**src/rtl/video_fetch_multi.sv**
```systemverilog
// Gathers WORDS 16-bit DRAM words per fetch period and hands them byte-swapped to the renderer.
// Define VFETCH_ERRCNT_EN to build the saturating err_cnt counter; otherwise err_cnt is tied to 0.
module video_fetch_multi #(
    parameter int WORDS    = 4,
    parameter int PER_LOG2 = 4,
    parameter int PTR_W    = $clog2(WORDS)
) (
    input  logic                  clk,
    input  logic                  rst_n,
    input  logic                  cend,
    input  logic                  pre_cend,
    input  logic                  vpix,
    input  logic                  fetch_start,
    input  logic                  fetch_end,
    input  logic [15:0]           video_data,
    input  logic                  video_strobe,
    output logic                  video_go,
    output logic                  fetch_sync,
    output logic [16*WORDS-1:0]   pic_bits,
    output logic                  pic_valid,
    output logic                  underrun,
    output logic                  overrun,
    input  logic                  err_clr,
    output logic [7:0]            err_cnt
);

    localparam int               CNT_W    = PTR_W + 1;
    localparam logic [CNT_W-1:0] FULL_CNT = CNT_W'(WORDS);

    function automatic logic [15:0] byte_swap16(input logic [15:0] w);
        return {w[7:0], w[15:8]};
    endfunction

    logic                  video_go_q,   video_go_d;
    logic [PER_LOG2-1:0]   per_cnt_q,    per_cnt_d;
    logic                  fetch_sync_q, fetch_sync_d;
    logic                  ptr_clr_q,    ptr_clr_d;
    logic [PTR_W-1:0]      ptr_q,        ptr_d;
    logic [CNT_W-1:0]      word_cnt_q,   word_cnt_d;
    logic [15:0]           wbuf_q [WORDS];
    logic [16*WORDS-1:0]   pic_bits_q,   pic_bits_d;
    logic                  pic_valid_q,  pic_valid_d;
    logic                  underrun_q,   underrun_d;
    logic                  overrun_q,    overrun_d;

    logic                  full_s;
    logic                  store_en_s;
    logic [PTR_W-1:0]      store_idx_s;
    logic                  underrun_ev_s;
    logic                  overrun_ev_s;

    // Bandwidth request, period counter and the two period strobes.
    always_comb begin
        video_go_d   = video_go_q;
        per_cnt_d    = per_cnt_q;
        if (fetch_start && vpix) begin
            video_go_d = 1'b1;
        end else if (fetch_end) begin
            video_go_d = 1'b0;
        end else begin
            video_go_d = video_go_q;
        end
        if (cend) begin
            if (fetch_start) begin
                per_cnt_d = '0;
            end else begin
                per_cnt_d = per_cnt_q + PER_LOG2'(1);
            end
        end else begin
            per_cnt_d = per_cnt_q;
        end
        fetch_sync_d = pre_cend && (per_cnt_q == PER_LOG2'(1));
        ptr_clr_d    = pre_cend && (per_cnt_q == PER_LOG2'(0));
    end

    // Fill pointer / word count; a strobe on the ptr_clr clk is the first word of the new period.
    always_comb begin
        full_s       = (word_cnt_q == FULL_CNT);
        ptr_d        = ptr_q;
        word_cnt_d   = word_cnt_q;
        store_en_s   = 1'b0;
        store_idx_s  = ptr_q;
        overrun_ev_s = 1'b0;
        if (ptr_clr_q) begin
            if (video_strobe) begin
                store_en_s  = 1'b1;
                store_idx_s = PTR_W'(0);
                ptr_d       = PTR_W'(1);
                word_cnt_d  = CNT_W'(1);
            end else begin
                ptr_d       = PTR_W'(0);
                word_cnt_d  = CNT_W'(0);
            end
        end else if (video_strobe) begin
            if (!full_s) begin
                store_en_s  = 1'b1;
                store_idx_s = ptr_q;
                ptr_d       = ptr_q + PTR_W'(1);
                word_cnt_d  = word_cnt_q + CNT_W'(1);
            end else begin
                overrun_ev_s = 1'b1;
            end
        end else begin
            ptr_d      = ptr_q;
            word_cnt_d = word_cnt_q;
        end
    end

    // Period close: latch the swapped buffer, judge completeness, update sticky flags.
    always_comb begin
        pic_bits_d    = pic_bits_q;
        pic_valid_d   = pic_valid_q;
        underrun_ev_s = fetch_sync_q && video_go_q && !full_s;
        if (fetch_sync_q) begin
            for (int i = 0; i < WORDS; i++) begin
                pic_bits_d[16*i +: 16] = byte_swap16(wbuf_q[i]);
            end
            pic_valid_d = full_s && video_go_q;
        end else begin
            pic_bits_d  = pic_bits_q;
            pic_valid_d = pic_valid_q;
        end
        if (err_clr) begin
            underrun_d = 1'b0;
            overrun_d  = 1'b0;
        end else begin
            underrun_d = underrun_q || underrun_ev_s;
            overrun_d  = overrun_q  || overrun_ev_s;
        end
    end

    // State registers.
    always_ff @(posedge clk or negedge rst_n) begin
        if (!rst_n) begin
            video_go_q   <= 1'b0;
            per_cnt_q    <= '0;
            fetch_sync_q <= 1'b0;
            ptr_clr_q    <= 1'b0;
            ptr_q        <= '0;
            word_cnt_q   <= '0;
            for (int i = 0; i < WORDS; i++) begin
                wbuf_q[i] <= 16'h0000;
            end
            pic_bits_q   <= '0;
            pic_valid_q  <= 1'b0;
            underrun_q   <= 1'b0;
            overrun_q    <= 1'b0;
        end else begin
            video_go_q   <= video_go_d;
            per_cnt_q    <= per_cnt_d;
            fetch_sync_q <= fetch_sync_d;
            ptr_clr_q    <= ptr_clr_d;
            ptr_q        <= ptr_d;
            word_cnt_q   <= word_cnt_d;
            if (store_en_s) begin
                wbuf_q[store_idx_s] <= video_data;
            end
            pic_bits_q   <= pic_bits_d;
            pic_valid_q  <= pic_valid_d;
            underrun_q   <= underrun_d;
            overrun_q    <= overrun_d;
        end
    end

`ifdef VFETCH_ERRCNT_EN
    logic [7:0] err_cnt_q, err_cnt_d;

    // Counts every error event, even with the flag already sticky; clear wins, saturates at 255.
    always_comb begin
        if (err_clr) begin
            err_cnt_d = 8'h00;
        end else if ((underrun_ev_s || overrun_ev_s) && (err_cnt_q != 8'hFF)) begin
            err_cnt_d = err_cnt_q + 8'h01;
        end else begin
            err_cnt_d = err_cnt_q;
        end
    end

    // Error counter register.
    always_ff @(posedge clk or negedge rst_n) begin
        if (!rst_n) begin
            err_cnt_q <= 8'h00;
        end else begin
            err_cnt_q <= err_cnt_d;
        end
    end

    assign err_cnt = err_cnt_q;
`else
    assign err_cnt = 8'h00;
`endif

    assign video_go   = video_go_q;
    assign fetch_sync = fetch_sync_q;
    assign pic_bits   = pic_bits_q;
    assign pic_valid  = pic_valid_q;
    assign underrun   = underrun_q;
    assign overrun    = overrun_q;

endmodule

```
**config.mk**
```make
export PLATFORM = sky130hd
export DESIGN_NAME = video_fetch_multi
export DESIGN_NICKNAME = d
export VERILOG_FILES = /design/src/rtl/video_fetch_multi.sv
export SDC_FILE = /design/constraint.sdc
export NUM_CORES = 1
export LEC_CHECK = 0
export CORE_MARGIN = 3
export CORE_UTILIZATION = 26
export DETAILED_ROUTE_END_ITERATION = 8
export PLACE_DENSITY = 0.48
export REMOVE_ABC_BUFFERS = 1
export SYNTH_ARGS = -nofsm -noshare
export SYNTH_HDL_FRONTEND = slang
export SYNTH_SLANG_ARGS = --single-unit
```
**constraint.sdc**
```tcl
create_clock -name clk -period 2 [get_ports clk]
set_input_delay 0.4 -clock clk [delete_from_list [all_inputs] [get_ports clk]]
set_output_delay 0.4 -clock clk [all_outputs]
set_load 0.01 [all_outputs]
```
==> results_dict.tcl <==
set metrics [dict create \
    status "completed" \
    power_mw 12.1 \
    regToRegSetupSlack_ns 0.18 \
    synth_area_leaders "dfrtp_1 (64%), mux2_2 (26%), buf_4 (1.2%)" \
    seqPwrFrac_pct 41.7 \
    area_growth_pct 34.8 \
    ys_types 34 \
    wl_per_cell_um 16.0 \
    clock-sinks 143 \
    layout_setup_ws_ns 0.181 \
    switching_share_pct 27.7 \
    synth_compound_area_share_pct 2.18 \
    fin_crit_ns 1.82 \
    finalNetCount 497 \
    yosys.area_share.adder_pct 1.12 \
    power.share.clock_pct 26.2 \
    cap_violations 0 \
    slew_viol_final 0 \
    ys_async_sr_fraction_pct 100 \
    cts_tree "done" \
    ys_seq_elements 143 \
    powerDensity_nw_per_um2 1620 \
    rr_startpoint "word_cnt_q[0]" \
    fin_hold_ws_ns 0.427 \
    cts.clk_slew.worst_paths_ns 0.06 \
    vdd_ir_drop_max_uv 603 \
    io_buffers 93 \
    seq_area_frac_synth_pct 64.3 \
    antenna_found_initial 0 \
    p_sw_mw 3.36 \
    insertion_delay_ns 0.42 \
    start_kind "register" \
    grt_remaining_overflow 0 \
    vias 3197 \
    rr_endpoint "wbuf_q[34]" \
    track_usage_pct 10.8 \
    fmax_ghz 0.550 \
    cts_buffer_depth 2 \
    synthMuxAreaShare_pct 26.5 \
    place.gp.congestion 0.689 \
    period_share_pct 90.9 \
    numCtsBuffers 17 \
    netlist_area_um2 5560 \
    cts_max_level 4 \
    root_buffer "clkbuf_16" \
    drt_iter0_drc 113 \
    ys.flop_type "dfrtp_1" \
    post-place-ws_ns -0.0411 \
    yosys.area_share.simple_pct 2.68 \
    via_per_inst 4.27 \
    cp-end-kind "register" \
    grt_setup_unrepaired "false" \
    hpwlAfterDp_mm 8.29 \
    design.die.area_um2 23200 \
    yosysMostFrequentCell "dfrtp_1" \
    setup_viol 0 \
    hp-class "in2async" \
    synth_top_family_by_area "multiplexers" \
    fp.dieW_um 152 \
    drtPass1Iterations 4 \
    ioPinCount 102 \
    grt_max_degree 60 \
    syn_area_per_cell_um2 15.8 \
    drive_gt1_share_pct 37.9 \
    p_int_mw 8.79 \
    cts_resized 0 \
    post-route-drc-count 0 \
    synth_edf_count 0 \
    num_rows 52 \
    synth_largest_area_cell "dfrtp_1" \
    yosysWarnings 0 \
    wl_mm 12.0 \
    synth_common_cells "dfrtp_1 (143), mux2_2 (129), inv_1 (10)" \
    grt_pass1_wl_mm 19.7 \
    synth_xor_area_share_pct 0 \
    core-area_um2 20600 \
    crit_type "reg2reg" \
    start_util_pct 27.0 \
    ff2ff_path_depth 7 \
    postRouteAntennaNets 0 \
    n_antenna_cell 0 \
    hold_viol_final 0 \
    worstPathArrival_ns 2.12 \
    combPwrFrac_pct 32.0 \
    first_global_vias 3563 \
    p_leak_nw 3.19 \
    required_ns 2.30 \
    worstPathMaxFanout 8 \
    syn_inst 353 \
    die_y_um 152 \
    yosysTopAreaCellShare_pct 64.3 \
    finClkSkew_ns 0.00790 \
    filler_cell_count 1956 \
]
-- critical path, stage by stage, from the launching register on --
cell and delay [ns]:
dfrtp_1 0.38, inv_1 0.09, ha_1 0.31, a21boi_4 0.10, buf_4 0.16, nand4_2 0.09
buf_4 0.20, mux2_2 0.36
-- repair_timing --
| item | 4_1_cts | 5_1_grt |
|---|---|---|
| setup buffers | 0 | 0 |
| hold endpoints to repair | 30 | 0 |
| hold buffers | 1 | 0 |
| setup endpoints to repair | 0 | 0 |
-- layer usage --
metal  track usage [%]  up-vias  wire (µm)
met4              3.94        0        176
met1              13.5     1639       5370
met5                 0        -          0
met3              4.09       15        719
li1                  -     1458          -
met2              17.1       85       5730
-- power by group through the flow --
stage / combinational [mW] / clock [mW] / sequential [mW]
after floorplan: 1.70 / 0 / 5.23
after global placement: 3.89 / 0 / 5.09
after detailed placement: 3.97 / 0 / 5.14
after CTS: 3.99 / 3.29 / 5.10
after global routing: 4.23 / 3.42 / 5.25
final: 3.89 / 3.18 / 5.07
-- per-stage QoR --
| stage | cell area [µm²] | std cells | util (%) | setup TNS, ns |
|---|---|---|---|---|
| global route | 7500 | 748 | 36.4 | 0 |
| global placement | 6900 | 717 | 33.4 | -0.00544 |
| detailed placement | 6900 | 717 | 33.4 | -0.428 |
| CTS | 7500 | 748 | 36.4 | 0 |
| floorplan | 5450 | 338 | - | -15.38 |
| finish | 7500 | 748 | 36.4 | 0 |
-- placed cells by master, fill, tap and decap left out, drive strengths merged, types with 4 or more instances in the layout --
| cell | count |
|---|---|
| dfrtp | 143 |
| mux2 | 129 |
| clkdlybuf4s50 | 92 |
| clkbuf | 20 |
| buf | 17 |
| inv | 10 |
| conb | 8 |
| nand2 | 7 |
| o21ai | 6 |
| nor2 | 5 |
| ha | 5 |
| clkinvlp | 4 |
-- worst max-delay path by stage --
stage,endpoint,cells after the start,start,slack [ns]
after CTS,fetch_sync,1,fetch_sync,0.15
final,wbuf_q[34],7,word_cnt_q[0],0.18
after detailed placement,wbuf_q[11],5,video_strobe,-0.04
after global placement,wbuf_q[13],5,video_strobe,-0.002
after floorplan,pic_bits[0],1,fetch_sync,-0.24
after global routing,wbuf_q[11],6,word_cnt_q[1],0.07
-- sequential cells by signal, indices dropped and copies added (netlist names) --
name        flops
ptr_clr_q       1
per_cnt_q       4
video_go        1
wbuf_q         64
word_cnt_q      3
pic_valid       1
pic_bits       64
overrun         1
ptr_q           2
underrun        1
fetch_sync      1
-- layout make-up --
cell class	count	area (µm²)	area share [%]
repair buffers	110	1110	14.8
inverters	10	37.5	0.500
multi-input cells	185	1840	24.5
clock buffers	20	457	6.09
clock inverters	10	139	1.85
well taps	270	338	4.50
flip-flops and latches	143	3580	47.8
-- kinds of logic after synthesis --
logic type	after synthesis
buffers and inverters	32
other	1
muxes	131
AOI/OAI and AO/OA	17
and+or+nand+nor	24
adders and majority gates	5
DFF	143
Power figures use the tool's default switching activity.
